$ cat src/rtl/div_pkg.sv
// Shared definitions for the sequential 64/32 restoring divider.
package div_pkg;
  localparam int DW = 32;

  typedef enum logic [1:0] {
    IDLE = 2'd0,
    CALC = 2'd1,
    DONE = 2'd2
  } state_t;

  localparam logic [2*DW-1:0] DIV0_QUOTIENT = {(2*DW){1'b1}};
endpackage

$ cat src/rtl/div_step.sv
// One restoring-division iteration: shift in the next dividend bit, trial-subtract the divisor.
module div_step #(
  parameter int W = div_pkg::DW
) (
  input  logic [W:0]   prem,
  input  logic         q_msb,
  input  logic [W-1:0] divisor,
  output logic [W:0]   prem_next,
  output logic         q_bit
);
  logic [W:0] r_s;
  logic [W:0] d_s;
  logic       unused_prem_msb_s;

  // The partial remainder stays below the divisor, so its top bit never feeds the shift.
  assign unused_prem_msb_s = prem[W];

  // Trial subtraction, widened by one bit so the shifted remainder cannot overflow.
  always_comb begin
    r_s = {prem[W-1:0], q_msb};
    d_s = {1'b0, divisor};
    if (r_s >= d_s) begin
      prem_next = r_s - d_s;
      q_bit     = 1'b1;
    end else begin
      prem_next = r_s;
      q_bit     = 1'b0;
    end
  end
endmodule

$ cat src/rtl/seq_div_64x32.sv
// Sequential unsigned divider, 2*DW-bit dividend by DW-bit divisor, one quotient bit per clock.
module seq_div_64x32 #(
  parameter int DW = div_pkg::DW
) (
  input  logic            clk,
  input  logic            rst,
  input  logic            in_valid,
  output logic            in_ready,
  input  logic [2*DW-1:0] dividend,
  input  logic [DW-1:0]   divisor,
  output logic            out_valid,
  input  logic            out_ready,
  output logic [2*DW-1:0] quotient,
  output logic [DW-1:0]   remainder,
  output logic            div_by_zero
);
  import div_pkg::*;

  localparam int            CW       = $clog2(2*DW);
  localparam logic [CW-1:0] CNT_LOAD = CW'(2*DW-1);

  state_t            state_r;
  state_t            state_s;
  logic [2*DW-1:0]   q_r;
  logic [DW:0]       prem_r;
  logic [DW-1:0]     divisor_r;
  logic [CW-1:0]     count_r;
  logic              div_by_zero_r;
  logic [DW:0]       prem_next_s;
  logic              q_bit_s;

  div_step #(.W(DW)) u_step (
    .prem      (prem_r),
    .q_msb     (q_r[2*DW-1]),
    .divisor   (divisor_r),
    .prem_next (prem_next_s),
    .q_bit     (q_bit_s)
  );

  // State register.
  always_ff @(posedge clk or posedge rst) begin
    if (rst) begin
      state_r <= IDLE;
    end else begin
      state_r <= state_s;
    end
  end

  // Next-state logic; a zero divisor skips the iteration phase entirely.
  always_comb begin
    state_s = state_r;
    case (state_r)
      IDLE: begin
        if (in_valid) begin
          state_s = (divisor == '0) ? DONE : CALC;
        end else begin
          state_s = IDLE;
        end
      end
      CALC: begin
        if (count_r == '0) begin
          state_s = DONE;
        end else begin
          state_s = CALC;
        end
      end
      DONE: begin
        if (out_ready) begin
          state_s = IDLE;
        end else begin
          state_s = DONE;
        end
      end
      default: state_s = IDLE;
    endcase
  end

  // Datapath: operand capture, per-cycle iteration, result held through DONE.
  always_ff @(posedge clk or posedge rst) begin
    if (rst) begin
      q_r           <= '0;
      prem_r        <= '0;
      divisor_r     <= '0;
      count_r       <= '0;
      div_by_zero_r <= 1'b0;
    end else begin
      case (state_r)
        IDLE: begin
          if (in_valid) begin
            divisor_r <= divisor;
            count_r   <= CNT_LOAD;
            prem_r    <= '0;
            if (divisor == '0) begin
              q_r           <= DIV0_QUOTIENT;
              div_by_zero_r <= 1'b1;
            end else begin
              q_r           <= dividend;
              div_by_zero_r <= 1'b0;
            end
          end
        end
        CALC: begin
          prem_r <= prem_next_s;
          q_r    <= {q_r[2*DW-2:0], q_bit_s};
          if (count_r != '0) begin
            count_r <= count_r - CW'(1);
          end
        end
        DONE: begin
          q_r <= q_r;
        end
        default: begin
          count_r <= '0;
        end
      endcase
    end
  end

  assign in_ready    = (state_r == IDLE);
  assign out_valid   = (state_r == DONE);
  assign quotient    = q_r;
  assign remainder   = prem_r[DW-1:0];
  assign div_by_zero = div_by_zero_r;
endmodule

$ cat config.mk
export PLATFORM = sky130hd
export DESIGN_NAME = seq_div_64x32
export DESIGN_NICKNAME = d
export VERILOG_FILES = /design/src/rtl/div_pkg.sv /design/src/rtl/div_step.sv /design/src/rtl/seq_div_64x32.sv
export SDC_FILE = /design/constraint.sdc
export NUM_CORES = 1
export LEC_CHECK = 0
export CAP_MARGIN = 30
export CORE_MARGIN = 2
export CORE_UTILIZATION = 37
export CTS_CLUSTER_SIZE = 40
export DETAILED_ROUTE_END_ITERATION = 10
export PLACE_DENSITY = 0.73
export RECOVER_POWER = 25
export SKIP_CTS_REPAIR_TIMING = 1
export SLEW_MARGIN = 10
export SYNTH_ARGS = -nofsm -noshare
export SYNTH_HDL_FRONTEND = slang
export SYNTH_SLANG_ARGS = --single-unit
$ cat constraint.sdc
create_clock -name clk -period 5.8 [get_ports clk]
set_input_delay 1.16 -clock clk [delete_from_list [all_inputs] [get_ports clk]]
set_output_delay 1.16 -clock clk [all_outputs]
set_load 0.01 [all_outputs]
# Word level (Yosys, flattened, before mapping)
# Index checks and enable logic that the tools add are counted.
[word_totals] elab_cells=38 ff_bits=137 out_inout_bits=99 input_bits=100
[classes] reduce_logical=8 bitwise=1 eq_ne=4 order_cmp=1 add_sub_neg=2 n_mux=16
[op_table] cell="64-bit two-way mux" n=2
[op_table] cell="64-bit one-hot mux with 2 select lines" n=1
[op_table] cell="32-bit two-way mux" n=2
[op_table] cell="32-bit one-hot mux with 2 select lines" n=1
[op_table] cell="33-bit by 32-bit >= comparator with 1-bit output" n=1
[op_table] cell="32-bit logical NOT" n=1
[op_table] cell="32-bit subtractor" n=1
[op_table] cell="6-bit one-hot mux with 3 select lines" n=1
[op_table] cell="6-bit two-way mux" n=2
[op_table] cell="2-bit two-way mux" n=4
[op_table] cell="6-bit logical NOT" n=1
[op_table] cell="2-bit one-hot mux with 3 select lines" n=1
[op_table] cell="6-bit nonzero test" n=1
[op_table] cell="6-bit by 1-bit subtractor with 6-bit output, second input constant" n=1
[op_table] cell="2-bit inequality test, second input constant" n=2
[op_table] cell="2-bit AND reduction" n=2
[op_table] cell="3-bit AND reduction" n=1
[op_table] cell="2-bit by 1-bit == test with 1-bit output, second input constant" n=1
[op_table] cell="2-bit == test, second input constant" n=1
[op_table] cell="2-bit logical NOT" n=1
[op_table] cell="1-bit two-way mux" n=2
[op_table] cell="2-bit nonzero test" n=1
[op_table] cell="1-bit inverter" n=1

# Logic depth before layout (Yosys ltp)
# Gate-level depths: netlist of run 1.
[logic_depth] ltp_word=4 mapped_depth=13

# Modules after synthesis
# A second synthesis of run 1 with hierarchy kept.
[unflattened] hier_cells=973 area_unflattened_um2=8599.5
[modules_own_cells] module="seq_div_64x32" area_per_inst_um2=6187.2 instances=1 seq_area_each_um2=3453.3 cells_each=608
[modules_own_cells] module="div_step" area_per_inst_um2=2412.3 instances=1 seq_area_each_um2=0.0 cells_each=365

# Worst setup path after synthesis of run 1
# No wires, ideal clock.
[synth_timing] path_kind="register to register" from="register prem_r[6]" to="register prem_r[0]" period_less_slack_ns=2.591 n_path_buf=3 setup_time_ns=0.116 required_ns=5.684 setup_slack_ns=3.209 stages_incl_launch_ff=13 arrival_ns=2.476 path_cell_list="dfrtp_1 ha_1 buf_2 and3_1 o2111ai_2 a21oi_1 o311ai_2 a21oi_4 a21oi_4 buf_6 buf_6 nand3_1 o311ai_0"
[synth_via] elab_chain_len=3
[synth_lines] element="from (decl)" line_no="seq_div_64x32.sv:25" rtl="logic [DW:0] prem_r;"
[synth_lines] element="from (signal assigned)" line_no="seq_div_64x32.sv:103" rtl="prem_r <= prem_next_s;"
[synth_lines] element="33-bit by 32-bit >= comparator with 1-bit output" line_no="div_step.sv:22" rtl="if (r_s >= d_s) begin"
[synth_lines] element="32-bit two-way mux" line_no="div_step.sv:22"
[synth_lines] element="32-bit one-hot mux with 2 select lines" line_no="seq_div_64x32.sv:87" rtl="case (state_r)"
# No other way between the ends.
# A chain may end at the register's enable or synchronous reset.

# Final worst setup path of run 1
[layout_timing] from="register prem_r[6]" to="register prem_r[29]"
[layout_via] elab_chain_len=3
[layout_lines] element="32-bit subtractor or 33-bit by 32-bit >= comparator with 1-bit output (tied branches)" line_no="div_step.sv:23, div_step.sv:22"
[layout_lines] element="32-bit two-way mux *" line_no="div_step.sv:22"
[layout_lines] element="32-bit one-hot mux with 2 select lines *" line_no="seq_div_64x32.sv:87"
# Every way passes the cells marked *; elsewhere a longest branch is shown, timed or not.

==> results of run 1 <==
worst reg2reg max path, delay by kind of cell, from the launching register on:
kind / cells / cell delay (ns)
buf+inv: 1 / 0.46
compound gates: 6 / 1.62
flops: 1 / 0.41
fa+ha+maj: 1 / 0.42
simple gates: 2 / 0.52
final timing paths:
kind                        startpoint          end  slack [ns]  cells after the start
max                          prem_r[6]   prem_r[29]        2.24                     10
min                        quotient[0]  quotient[0]        0.51                      1
max reg2reg                  prem_r[6]   prem_r[29]        2.24                     10
min reg2reg                quotient[0]  quotient[0]        0.51                      1
max in group asynchronous          rst  quotient[0]        2.78                      3
min in group asynchronous          rst  quotient[7]        1.72                      2
Yosys cell counts, types with 3 or more instances:
library cell    n  area, sq um
dfrtp_1       137         3430
o311ai_0       10         87.6
o21a_1          3         22.5
nor3_1          5         25.0
o31ai_1         5         37.5
inv_1          47          176
or3_1           3         18.8
nand3_1        23          115
o211ai_1        3         22.5
a22oi_1        63          473
nor4_1         10         62.6
nand4_1         7         43.8
o21ai_1        11         55.1
buf_2           5         25.0
a32oi_1         9         78.8
nand2_1       135          507
xor2_1         13          114
xnor2_1        11         96.3
o21ai_0       123          616
ha_1           33          413
nor3b_1         3         22.5
buf_1           3         11.3
clkbuf_1       44          165
nand2b_1        8         50.1
nor2_1         23         86.3
buf_6           4         45.0
a21o_1         14          105
a21oi_1        42          210
a31oi_1         3         18.8
mux2i_1        13          130
nor2b_1         8         50.1
stage by stage:
step	area, sq um	hold WS [ns]	power (uW)	worst slack (ns)
after floorplan	7800	0.487	4670	0.972
final	10600	0.515	7100	2.24
after global routing	10600	0.529	7700	2.00
after detailed placement	10000	0.496	6050	1.53
after global placement	9980	0.497	5960	1.56
after CTS	10500	0.521	7120	1.98
power groups by stage:
stage                     registers [uW]  logic, uW  clock network (uW)
after floorplan                     1880       2780                   0
after global placement              1840       4120                   0
after detailed placement            1850       4200                   0
after CTS                           1840       4240                1040
after global routing                1910       4710                1080
final                               1840       4230                1020
cells by family (layout without fill, tap and decap cells):
kind of cell | after synthesis | in the layout | share of synthesized area, %
compound gates | 316 | 316 | 26.2
xor+xnor | 24 | 24 | 2.69
fa+ha+maj | 34 | 34 | 5.55
buf+inv | 104 | 290 | 5.52
flops | 137 | 137 | 43.9
mux | 15 | 15 | 1.96
simple gates | 240 | 240 | 14.2
area by class of cell:
class	instances	area [sq um]	area share [%]
Multi-Input combinational cell	629	3980	37.5
Sequential cell	137	3430	32.3
Timing Repair Buffer	211	2130	20.1
Clock buffer	18	429	4.05
Tap cell	275	344	3.25
Inverter	47	178	1.68
Clock inverter	14	113	1.06
cell usage in the layout, fill, tap and decap left out, types with 3 or more instances in the layout:
cell and count:
clkdlybuf4s50_1 197, dfrtp_1 137, nand2_1 135, o21ai_0 123, a22oi_1 63, inv_1 46
a21oi_1 42, ha_1 33, nand3_1 23, nor2_1 22, clkbuf_16 17, a21o_1 14
mux2i_1 13, xor2_1 13, o21ai_1 11, xnor2_1 11, nor4_1 10, o311ai_0 10
a32oi_1 9, buf_4 9, nand2b_1 8, nand4_1 7, nor2b_1 6, inv_6 6
nor3_1 5, o31ai_1 5, clkinvlp_4 4, o21a_1 3, o211ai_1 3, a31oi_1 3
or3_1 3, nor3b_1 3
sequential cells by signal, indices dropped and copies added (netlist names):
name,cells
quotient,64
state_r,2
div_by_zero,1
divisor_r,32
count_r,6
prem_r,32
routing by layer:
| layer | up-vias | wire length [um] | GRT usage [%] |
|---|---|---|---|
| met5 | - | 0 | 0 |
| met4 | 0 | 435 | 6.76 |
| met3 | 28 | 1760 | 6.88 |
| met2 | 230 | 10900 | 34.1 |
| met1 | 3549 | 9880 | 26.5 |
| li1 | 3502 | - | - |
==> metrics.yaml, run 1 <==
power_and_ir_drop:
  pwr-share-seq_pct: 26.0
  switching_power_uw: 3130
  internal-power_uw: 3970
  leakagePower_uw: 0.00452
  p_clk_share_pct: 14.4
  peakVddDrop_mv: 0.339
  power_density_nw_per_um2: 670
  swShare_pct: 44.1
  combPwrFrac_pct: 59.6
critical_path:
  cp.required_ns: 6.10
  cp.arrival_ns: 3.86
  critPathMostFrequentCell: "a21oi_4"
  crit_type: "flip-flop to flip-flop"
  crit_fanout: 27
  path_cells: "ha_1 -> and3_1 -> o2111ai_2 -> a21oi_1 -> o311ai_2 -> a21oi_4 -> a21oi_4 -> buf_4 -> nand2b_1 -> o21ai_0"
  cpPeakStageDelay_ns: 0.58
  cp_top_family: "compound AO/OA/AOI/OAI gates"
  start_kind: "flip-flop"
  cp_num_buf_inv: 1
  slowest_stage: "a21oi_4"
  worstSetupEndpointType: "flip-flop"
grt:
  grt_max_degree: 101
  grt_use_total_pct: 21.0
  first_global_vias: 7165
  gr-total-overflow: 0
  grt_pass1_wl_mm: 37.2
  antenna_found_initial: 0
sta:
  hold_viol: 0
  period_minus_slack_ns: 3.56
  fin_skew_ns: 0.0101
  maxSlewViolCount: 42
  max_freq_mhz: 281
  rsz0062_at_grt: "false"
  fin_tns_setup_ns: 0
  slew_headroom_pct: -37.7
  setup_viol: 0
  timing.final.crit_share_pct: 61.3
  tightest_slew_ns: 2.05
final_layout:
  fill_cells: 1995
  fin_nets: 1177
  antennaDiodeCount: 0
  layout-drive-gt1-share_pct: 6.25
  fin_util_pct: 50.8
  final_cell_count_no_fill: 1331
  area_growth_pct: 35.9
clocking:
  clockBufferDepth: 2
  htreeDepth: 4
  cts.sink_count: 137
  clk_transition_reported_paths_ns: 0.06
  root_buffer: "clkbuf_16"
  cts_tree: "done"
  clock_latency_ns: 0.43
  cts_buffers: 17
logic_synthesis:
  synth_warnings: 0
  synth_area_sq_um: 7800
  synth_fp_nets: 1004
  synth_seq_cells: 137
  yosysUniqueCellTypes: 70
  async_reset_ff_share_pct: 100
  synth_ff_type: "dfrtp_1"
  synth_edf_count: 0
  netlist_instances: 870
  synth.avg_cell_area_sq_um: 8.97
  ys_seq_area_share_pct: 43.9
floorplanning:
  die_h_um: 149
  die_width_um: 149
  fp.dieArea_sq_um: 22300
  initial_core_util_pct: 37.4
  io_pins: 199
  rows: 53
  core-area_sq_um: 20900
status:
  status: "finished with violations"
  violations: "capacitance limit, slew limit"
hold_path:
  hp-class: "flip-flop to flip-flop"
route:
  dr_total_vias: 7309
  antenna_left: 0
  drt_drc_violations_left: 0
  routed_wl_mm: 22.9
  first_pass_iters: 5
  initialDrtViolationCount: 500
  wl_per_cell_um: 17.2
  routed_via_density: 5.49
job:
  drv_cap: 1
placed_design:
  place_inst: 1296
  port_buffers: 198
  gp_congestion: 0.885
  dp_hpwl_mm: 16.3
(Power assumes the default switching activity.)
==> run 2: changes to the inputs <==
- PLACE_DENSITY: 0.73 -> 0.76
- clock period: 5.8 -> 3.06 ns (I/O delays scaled with it)
==> metrics.yaml, run 2 (synthesis results as in run 1) <==
route:
  wl_per_cell_um: 16.4  # -4.7%
  antenna_left: 0  # unchanged
  first_pass_iters: 6  # +1
  initialDrtViolationCount: 460  # -8.0%
  routed_wl_mm: 22.0  # -4.0%
  dr_total_vias: 7216  # -1.3%
  routed_via_density: 5.39  # -1.9%
  drt_drc_violations_left: 0  # unchanged
power_and_ir_drop:
  internal-power_uw: 7680  # +94%
  power_density_nw_per_um2: 1270  # +90%
  p_clk_share_pct: 14.3  # about the same
  combPwrFrac_pct: 60.2  # +0.6 points
  switching_power_uw: 5890  # +88%
  leakagePower_uw: 0.00456  # +0.91%
  swShare_pct: 43.4  # -0.70 points
  peakVddDrop_mv: 0.701  # +110%
  pwr-share-seq_pct: 25.6  # -0.4 points
critical_path:
  crit_type: "flip-flop to flip-flop"
  startpoint: "prem_r[8]"
  start_kind: "flip-flop"
  cp.required_ns: 3.36  # -2.74 ns
  rrSetupSlack_ns: 0.20  # -2.04 ns
  crit_fanout: 29  # +7.4%
  reg2reg_to: "prem_r[30]"
  worstSetupEndpoint: "prem_r[30]"
  cp.arrival_ns: 3.16  # -0.70 ns
  r2r_cells: 10  # unchanged
  rr_startpoint: "prem_r[8]"
  worstSetupEndpointType: "flip-flop"
floorplanning:
  fp.dieArea_sq_um: 22300  # unchanged
  rows: 53  # unchanged
  die_h_um: 149  # unchanged
  die_width_um: 149  # unchanged
  core-area_sq_um: 20900  # unchanged
  initial_core_util_pct: 37.4  # unchanged
  io_pins: 199  # unchanged
placed_design:
  place_inst: 1307  # +0.85%
  gp_congestion: 0.865  # -2.3%
  dp_hpwl_mm: 15.6  # -4.4%
  pre_cts_ws_ns: 0.233  # -1.30 ns
  placed_cell_area_sq_um: 10100  # +1.5%
  port_buffers: 198  # unchanged
job:
  drv_cap: 1  # unchanged
sta:
  setup_viol: 0  # unchanged
  timing.final.crit_share_pct: 93.4  # +32 points
  period_minus_slack_ns: 2.86  # -0.699 ns
  fin_skew_ns: 0.0111  # +0.00106 ns
  tightest_slew_ns: 1.90  # -0.153 ns
  rsz0062_at_grt: "false"
  hold_viol: 0  # unchanged
  layout_setup_ws_ns: 0.201  # -2.04 ns
  fin_tns_setup_ns: 0  # unchanged
  whs_ns: 0.520  # +0.00563 ns
  slew_headroom_pct: -26.8  # +11 points
  maxSlewViolCount: 138  # +230%
  max_freq_mhz: 350  # +24%
clocking:
  cts_buffers: 17  # unchanged
  cts.sink_count: 137  # unchanged
  root_buffer: "clkbuf_16"
  clk_transition_reported_paths_ns: 0.06  # about the same
  clock_latency_ns: 0.43  # about the same
  cts_tree: "done"
  clockBufferDepth: 2  # unchanged
  htreeDepth: 4  # unchanged
final_layout:
  multiInputGateArea_sq_um: 3990  # +0.19%
  largest_reg_flops: 64  # unchanged
  fill_cells: 1934  # -3.1%
  finalInstanceArea_sq_um: 10700  # +0.84%
  antennaDiodeCount: 0  # unchanged
  fin_nets: 1186  # +0.76%
  regArea_sq_um: 3430  # unchanged
  final_cell_count_no_fill: 1340  # +0.68%
  area_growth_pct: 37.0
  layout_common_cells: "197 x clkdlybuf4s50_1, 137 x dfrtp_1, 135 x nand2_1, 123 x o21ai_0, 63 x a22oi_1"
  layout-drive-gt1-share_pct: 7.32  # +1.1 points
  mostFrequentLayoutCell: "clkdlybuf4s50_1"
grt:
  antenna_found_initial: 0  # unchanged
  gr-total-overflow: 0  # unchanged
  grt_max_degree: 138  # +37%
  grt_use_total_pct: 20.1  # -0.90 points
  first_global_vias: 6907  # -3.6%
  grt_pass1_wl_mm: 35.8  # -3.7%
hold_path:
  hp-class: "flip-flop to flip-flop"
status:
  violations: "capacitance limit, slew limit"
  status: "finished with violations"
-- run 2: cell types whose count changed in the layout (fill, tap and decap cells not counted), sizes merged --
cell    before  now
buf         13   21
clkbuf      18   19
-- run 2: power groups by stage --
stage / logic (uW) / registers (uW) / clock network (uW)
floorplan: 5270 / 3570 / 0
global placement: 7990 / 3470 / 0
detailed placement: 8120 / 3480 / 0
CTS: 8190 / 3470 / 1970
global route: 9100 / 3580 / 2070
finish: 8170 / 3470 / 1930
-- run 2: through the flow --
stage / utilization (%) / power, uW
6_report: 51.2 / 13600
5_1_grt: 51.2 / 14700
4_1_cts: 51.2 / 13600
3_5_place_dp: 48.6 / 11600
3_3_place_gp: 48.6 / 11500
2_1_floorplan: - / 8840
-- run 2: how the worst min path moves through the flow --
| stage | depth (start not counted) | end | startpoint |
|---|---|---|---|
| 2_1_floorplan | 1 | divisor_r[0] | divisor_r[0] |
| 3_3_place_gp | 1 | div_by_zero | div_by_zero |
| 3_5_place_dp | 2 | quotient[26] | quotient[26] |
| 4_1_cts | 2 | quotient[26] | quotient[26] |
| 5_1_grt | 1 | div_by_zero | div_by_zero |
| 6_report | 1 | div_by_zero | div_by_zero |
-- run 2: final cells by class --
class                      instances  share of cell area, %
timing repair buffer             220                   20.7
clock buffer                      18                   4.01
tap                              275                   3.22
clock inverter                    14                   1.06
inverter                          47                   1.69
multi-input combinational        629                   37.3
sequential                       137                   32.1
-- run 2: worst max-delay path, stage by stage (launching register included) --
cell      delay [ns]
dfrtp_1         0.42
ha_2            0.37
a21o_1          0.21
a21oi_1         0.26
a21oi_1         0.18
o311ai_2        0.43
a21oi_4         0.13
a21oi_4         0.21
buf_12          0.20
nand2b_1        0.20
o21ai_0         0.11
-- run 2: metal layers --
layer | global-route usage [%] | vias up | wire [um]
met2 | 32.4 | 226 | 10300
li1 | - | 3513 | -
met5 | 0 | - | 0
met1 | 25.7 | 3453 | 9600
met4 | 6.19 | 0 | 388
met3 | 6.61 | 24 | 1670
==> edit 1, RTL diff (flow settings as in run 1) <==
Make the reset (`rst`) synchronous in 2 clocked blocks.
--- a/src/rtl/seq_div_64x32.sv
+++ b/src/rtl/seq_div_64x32.sv
@@ -38,7 +38,7 @@
   );
 
   // State register.
-  always_ff @(posedge clk or posedge rst) begin
+  always_ff @(posedge clk) begin
     if (rst) begin
       state_r <= IDLE;
     end else begin
@@ -76,7 +76,7 @@
   end
 
   // Datapath: operand capture, per-cycle iteration, result held through DONE.
-  always_ff @(posedge clk or posedge rst) begin
+  always_ff @(posedge clk) begin
     if (rst) begin
       q_r           <= '0;
       prem_r        <= '0;
Behaviour: differs if rst is asserted again (counterexample within 4 cycles, from zero or initial values and one cycle with rst high); with rst held inactive, the same outputs for 4 cycles.
==> edit 1 against run 1 <==
  * Routed wire length up 4.5%
  * Largest power group unchanged
  * Largest cell class unchanged
  * Non-clock buffer count down 2
  * Total power down 20%
  * Design area down 1.2%
  * Setup slack better by 0.015 ns
  * Critical endpoint is now count_r[4]
  * Synthesized area down 0.45%
  * First-iteration DRC count down 14%
  * Sequential cell count unchanged
  * Register-to-register slack better by 0.26 ns
==> edit 1: results (changes against run 1) <==
Status
  • Status: finished clean

Place
  • Half-perimeter wire length after placement: 16840 µm (+3.5%)
  • Placed Cells: 1430 (+10%)
  • RePlAce Congestion: 0.9248 (+4.5%)
  • Port bufs: 198 (unchanged)

Worst setup path
  • Reg2Reg Setup Slack: 2.50 ns (+0.26 ns)
  • R2r worst-path depth: 10 (unchanged)
  • Crit-path leading delay family: simple AND/OR/NAND/NOR gates
  • Worst reg2reg endpoint: prem_r[19]
  • Slowest CP cell: nor2_1
  • Crit path to: count_r[4]
  • CP peak stage delay: 1.00 ns (+0.42 ns)
  • Critical Path Start: in_valid
  • Worst flop-to-flop path startpoint: prem_r[1]
  • CP Max Fanout: 18 (-33%)
  • Critical Path AT: 3.91 ns (+0.05 ns)

Route
  • Iteration-0 DRC count of the detailed router: 431 (-14%)
  • Routed vias: 7979 (+9.2%)
  • Drt first pass iters: 5 (unchanged)
  • Sum of routed wire segments on met1: 10220 µm (+3.4%)
  • Detail-routed via count per cell: 5.454 (-0.68%)
  • Wire length per cell: 16.37 µm (-5.0%)
  • DR WL met3: 1801 µm (+2.4%)
  • Metal2 WL: 11550 µm (+6.4%)

GRT
  • Global Route met1 Usage: 26.22% (-0.32 points)
  • Initial antenna violation count: 0 (unchanged)
  • Met2 Usage GRT: 36.06% (+2.0 points)
  • Largest net degree at the start of global routing: 75 (-26%)
  • GRT Total Usage: 21.34% (+0.34 points)
  • First-pass GRT wire length: 38120 µm (+2.4%)
  • Met3 GRT Util: 6.942% (+0.061 points)
  • Number of global-route vias before repair: 7514 (+4.9%)

Finish
  • Layout Nets: 1309 (+11%)
  • Diode count: 0 (unchanged)
  • Max reg flops: 64 (unchanged)
  • Layout cell share with drive strength beyond 1: 5.556% (-0.69 points)

Synth
  • Synth unique cells: 63 (-10%)
  • Post-synth top cells: a21oi_1 (198), dfxtp_1 (137), nand2_1 (124)
  • Asr flop ratio synth: 0% (-100 points)
  • Adder-cell share of the synthesized area: 5.573% (+0.025 points)
  • Most used DFF post-synth: dfxtp_1
  • Mapped Nets: 1154 (+15%)
  • Mux contribution to synthesized area: 2.963% (+1.0 points)
  • Synth top area cells: dfxtp_1 (35%), a21oi_1 (13%), a22oi_1 (6.1%)
  • Syn Area/Cell: 7.616 µm² (-15%)
  • XOR/XNOR share of the synthesized area: 2.818% (+0.12 points)
  • Synth Area in Compound Gates: 29.43% (+3.2 points)
  • Post-synthesis sequential area ratio: 35.30% (-8.6 points)

STA
  • Clock skew: 0.009415 ns (-0.0006436 ns)
  • Rel. slew slack: 11.43% (+49 points)
  • Setup TNS: 0 ns (unchanged)

Power
  • LEAKAGE: 4.152 nW (-8.1%)
  • Max VDD drop: 0.2681 mV (-21%)

Clock network
  • Clock Path Buffers: 2 (unchanged)
  • Worst skew pair latency: 0.44 ns
  • Reg clk slew, reported paths: 0.07 ns
## edit 1: changes by cell type in the layout (fill, tap and decap cells not counted), sizes merged, moves of 55 or more
cell,change
a21oi,+155
clkdlybuf4s50,-56
dfrtp,-137
dfxtp,+137
dlygate4sd3,+55
nor2,+79
o21ai,-82
## edit 1: final cells by class
| cell class | instances | area [µm²] |
|---|---|---|
| Clock buffer | 17 | 425.4 |
| Timing Repair Buffer | 209 | 2062 |
| Fill cell | 2050 | 10340 |
| Inverter | 40 | 150.1 |
| Tap cell | 275 | 344.1 |
| Clock inverter | 15 | 166.4 |
| Sequential cell | 137 | 2745 |
| Multi-Input combinational cell | 770 | 4584 |
## edit 1: report_power, final
group	switching, W	internal (W)
Clock	0.000494	0.000618
Combinational	0.00184	0.00150
Sequential	0.000146	0.00109
Total	0.00248	0.00320
## edit 1: stage by stage
step                total power [W]  setup slack (ns)  utilization, %  cell area, µm²
finish                     0.005679             2.257           50.32           10480
global route               0.006108             1.962           50.32           10480
CTS                        0.005714             2.488           50.29           10470
detailed placement         0.004572             2.255           47.45            9881
global placement           0.004541             2.270           47.45            9881
floorplan                  0.003778             3.205               -            7769
## edit 1: worst min-delay path by stage
| stage | start | to | slack [ns] | cells after the start |
|---|---|---|---|---|
| after floorplan | divisor_r[10] | divisor_r[10] | 0.44 | 2 |
| after CTS | divisor_r[8] | divisor_r[8] | 0.46 | 2 |
| final | divisor_r[23] | divisor_r[23] | 0.45 | 2 |
| after global routing | divisor_r[10] | divisor_r[10] | 0.48 | 2 |
| after detailed placement | divisor_r[8] | divisor_r[8] | 0.45 | 2 |
| after global placement | divisor_r[15] | divisor_r[15] | 0.44 | 2 |
==> edit 2, RTL diff (settings of run 1) <==
Without the edit above. The package constant `DW` goes from 32 to 16.
--- a/src/rtl/div_pkg.sv
+++ b/src/rtl/div_pkg.sv
@@ -1,6 +1,6 @@
 // Shared definitions for the sequential 64/32 restoring divider.
 package div_pkg;
-  localparam int DW = 32;
+  localparam int DW = 16;
 
   typedef enum logic [1:0] {
     IDLE = 2'd0,
Ports: changed (resized dividend, divisor, quotient and remainder); port bits go from 199 to 103. The function was not compared with the original's and may differ.
==> edit 2 against run 1 <==
  * The run still ends with capacitance limit, slew limit left
  * Synthesized area shrank 48%
  * Routed wire length is 53% lower
  * Design area fell by 49%
  * Total power fell by 50%
  * Setup slack got worse by 0.53 ns
  * Sequential cell count down 65
  * Count of clock-buffer cells in the layout fell by 7
  * Synthesized cell count decreased by 49%
  * Hold slack better by 0.0098 ns
==> edit 2: results (changes against run 1) <==
Worst setup path
  • Critical Path AT: 4.36 ns (+0.50 ns)
  • Slowest CP cell: o21bai_1
  • Reg2Reg Setup Slack: 2.44 ns (+0.20 ns)
  • CP peak stage delay: 1.33 ns (+0.75 ns)
  • Worst flop-to-flop path startpoint: state_r[0]
  • Worst reg2reg endpoint: prem_r[15]
  • Critical Path Start: in_valid
  • Crit path capture type: register
  • CP Max Fanout: 27 (unchanged)
  • R2r worst-path depth: 4 (-6)

Clock network
  • Worst skew pair latency: 0.36 ns (-0.07 ns)
  • Num CTS Buffers: 9 (-8)
  • H-tree Lvls: 3 (-1)
  • Clock root buffer: clkbuf_8

Hold path
  • Hold Path Sink: divisor_r[0]
  • Hold Path Origin: divisor_r[0]

Status
  • Status: finished with violations
  • Violations in the final reports: capacitance limit, slew limit

STA
  • Max Transition Viols Final: 24 (-43%)
  • Tcrit/Tclk final: 70.50% (+9.2 points)
  • Hold Slack: 0.5244 ns (+0.009817 ns)
  • Clock skew: 0.01371 ns (+0.003649 ns)
  • Rel. slew slack: -17.58% (+20 points)

Route
  • Final WL: 10740 µm (-53%)
  • Iteration-0 DRC count of the detailed router: 254 (-49%)
  • Drt first pass iters: 5 (unchanged)
  • Routed vias: 3657 (-50%)
  • Wire length per cell: 15.74 µm (-8.6%)

Power
  • P_comb: 0.00213 W (-50%)
  • PwrDens: 646.6 nW/µm² (-3.4%)
  • Total power: 0.003528 W (-50%)
  • Switching power: 0.001499 W (-52%)
  • LEAKAGE: 2.422 nW (-46%)
  • Flop pwr share: 26.8% (+0.8 points)
  • Max VDD drop: 0.2387 mV (-30%)

GRT
  • Largest net degree at the start of global routing: 39 (-61%)
  • GRT Total Usage: 18.88% (-2.1 points)
  • First-pass GRT wire length: 17740 µm (-52%)
  • Number of global-route vias before repair: 3587 (-50%)

Flow run
  • Max cap viols: 1 (unchanged)

Finish
  • Layout Nets: 608 (-48%)
  • Layout cell share with drive strength beyond 1: 5.720% (-0.53 points)
  • Fillers: 1002 (-50%)
  • Max reg flops: 32 (-50%)

Place
  • Half-perimeter wire length after placement: 7780 µm (-52%)
  • Post-DP Area: 5270 µm² (-47%)
  • RePlAce Congestion: 0.9211 (+4.0%)
  • Pre-CTS setup slack: 2.555 ns (+1.022 ns)
  • Placed Cells: 666 (-49%)
  • Port bufs: 102 (-48%)

Synth
  • Mapped Nets: 517 (-49%)
  • Post-synth top cells: nand2_1 (76), dfrtp_1 (72), o21ai_0 (63)
  • Syn Inst Count: 446 (-49%)
  • Post-synthesis sequential area ratio: 44.01% (+0.078 points)
  • Asr flop ratio synth: 100.0% (unchanged)
  • Synth unique cells: 56 (-20%)
  • Synth top area cells: dfrtp_1 (44%), o21ai_0 (7.7%), nand2_1 (7.0%)
  • Most used DFF post-synth: dfrtp_1
-- edit 2: worst max-delay path: cells and delay by family --
family                 cells  cell delay, ns
AOI/OAI and AO/OA          3            1.61
buffers and inverters      2            1.56
-- edit 2: routing by layer --
layer	wire [µm]	global-route usage [%]	vias up
li1	-	-	1764
met1	4869	25.90	1745
met2	5018	29.95	135
met3	711	4.483	13
met4	138	5.063	0
met5	0	0	-
-- edit 2: kinds of logic (layout without fill, tap and decap cells) --
kind of cell	after synthesis	in the layout	synth area share (%)
adder cells (fa/ha/maj)	19	19	5.990
AND/OR/NAND/NOR	127	127	14.61
flip-flops	72	72	44.01
XOR/XNOR	11	11	2.353
buffers and inverters	50	146	5.409
multiplexers	16	16	3.973
AO/OA/AOI/OAI	151	151	23.66
-- edit 2: cell type report --
class / instances / share of cell area (%)
repair buffers: 108 / 20.06
multi-input cells: 324 / 38.13
flip-flops and latches: 72 / 33.02
clock buffers: 11 / 2.591
inverters: 22 / 1.513
well taps: 140 / 3.210
clock inverters: 5 / 1.468
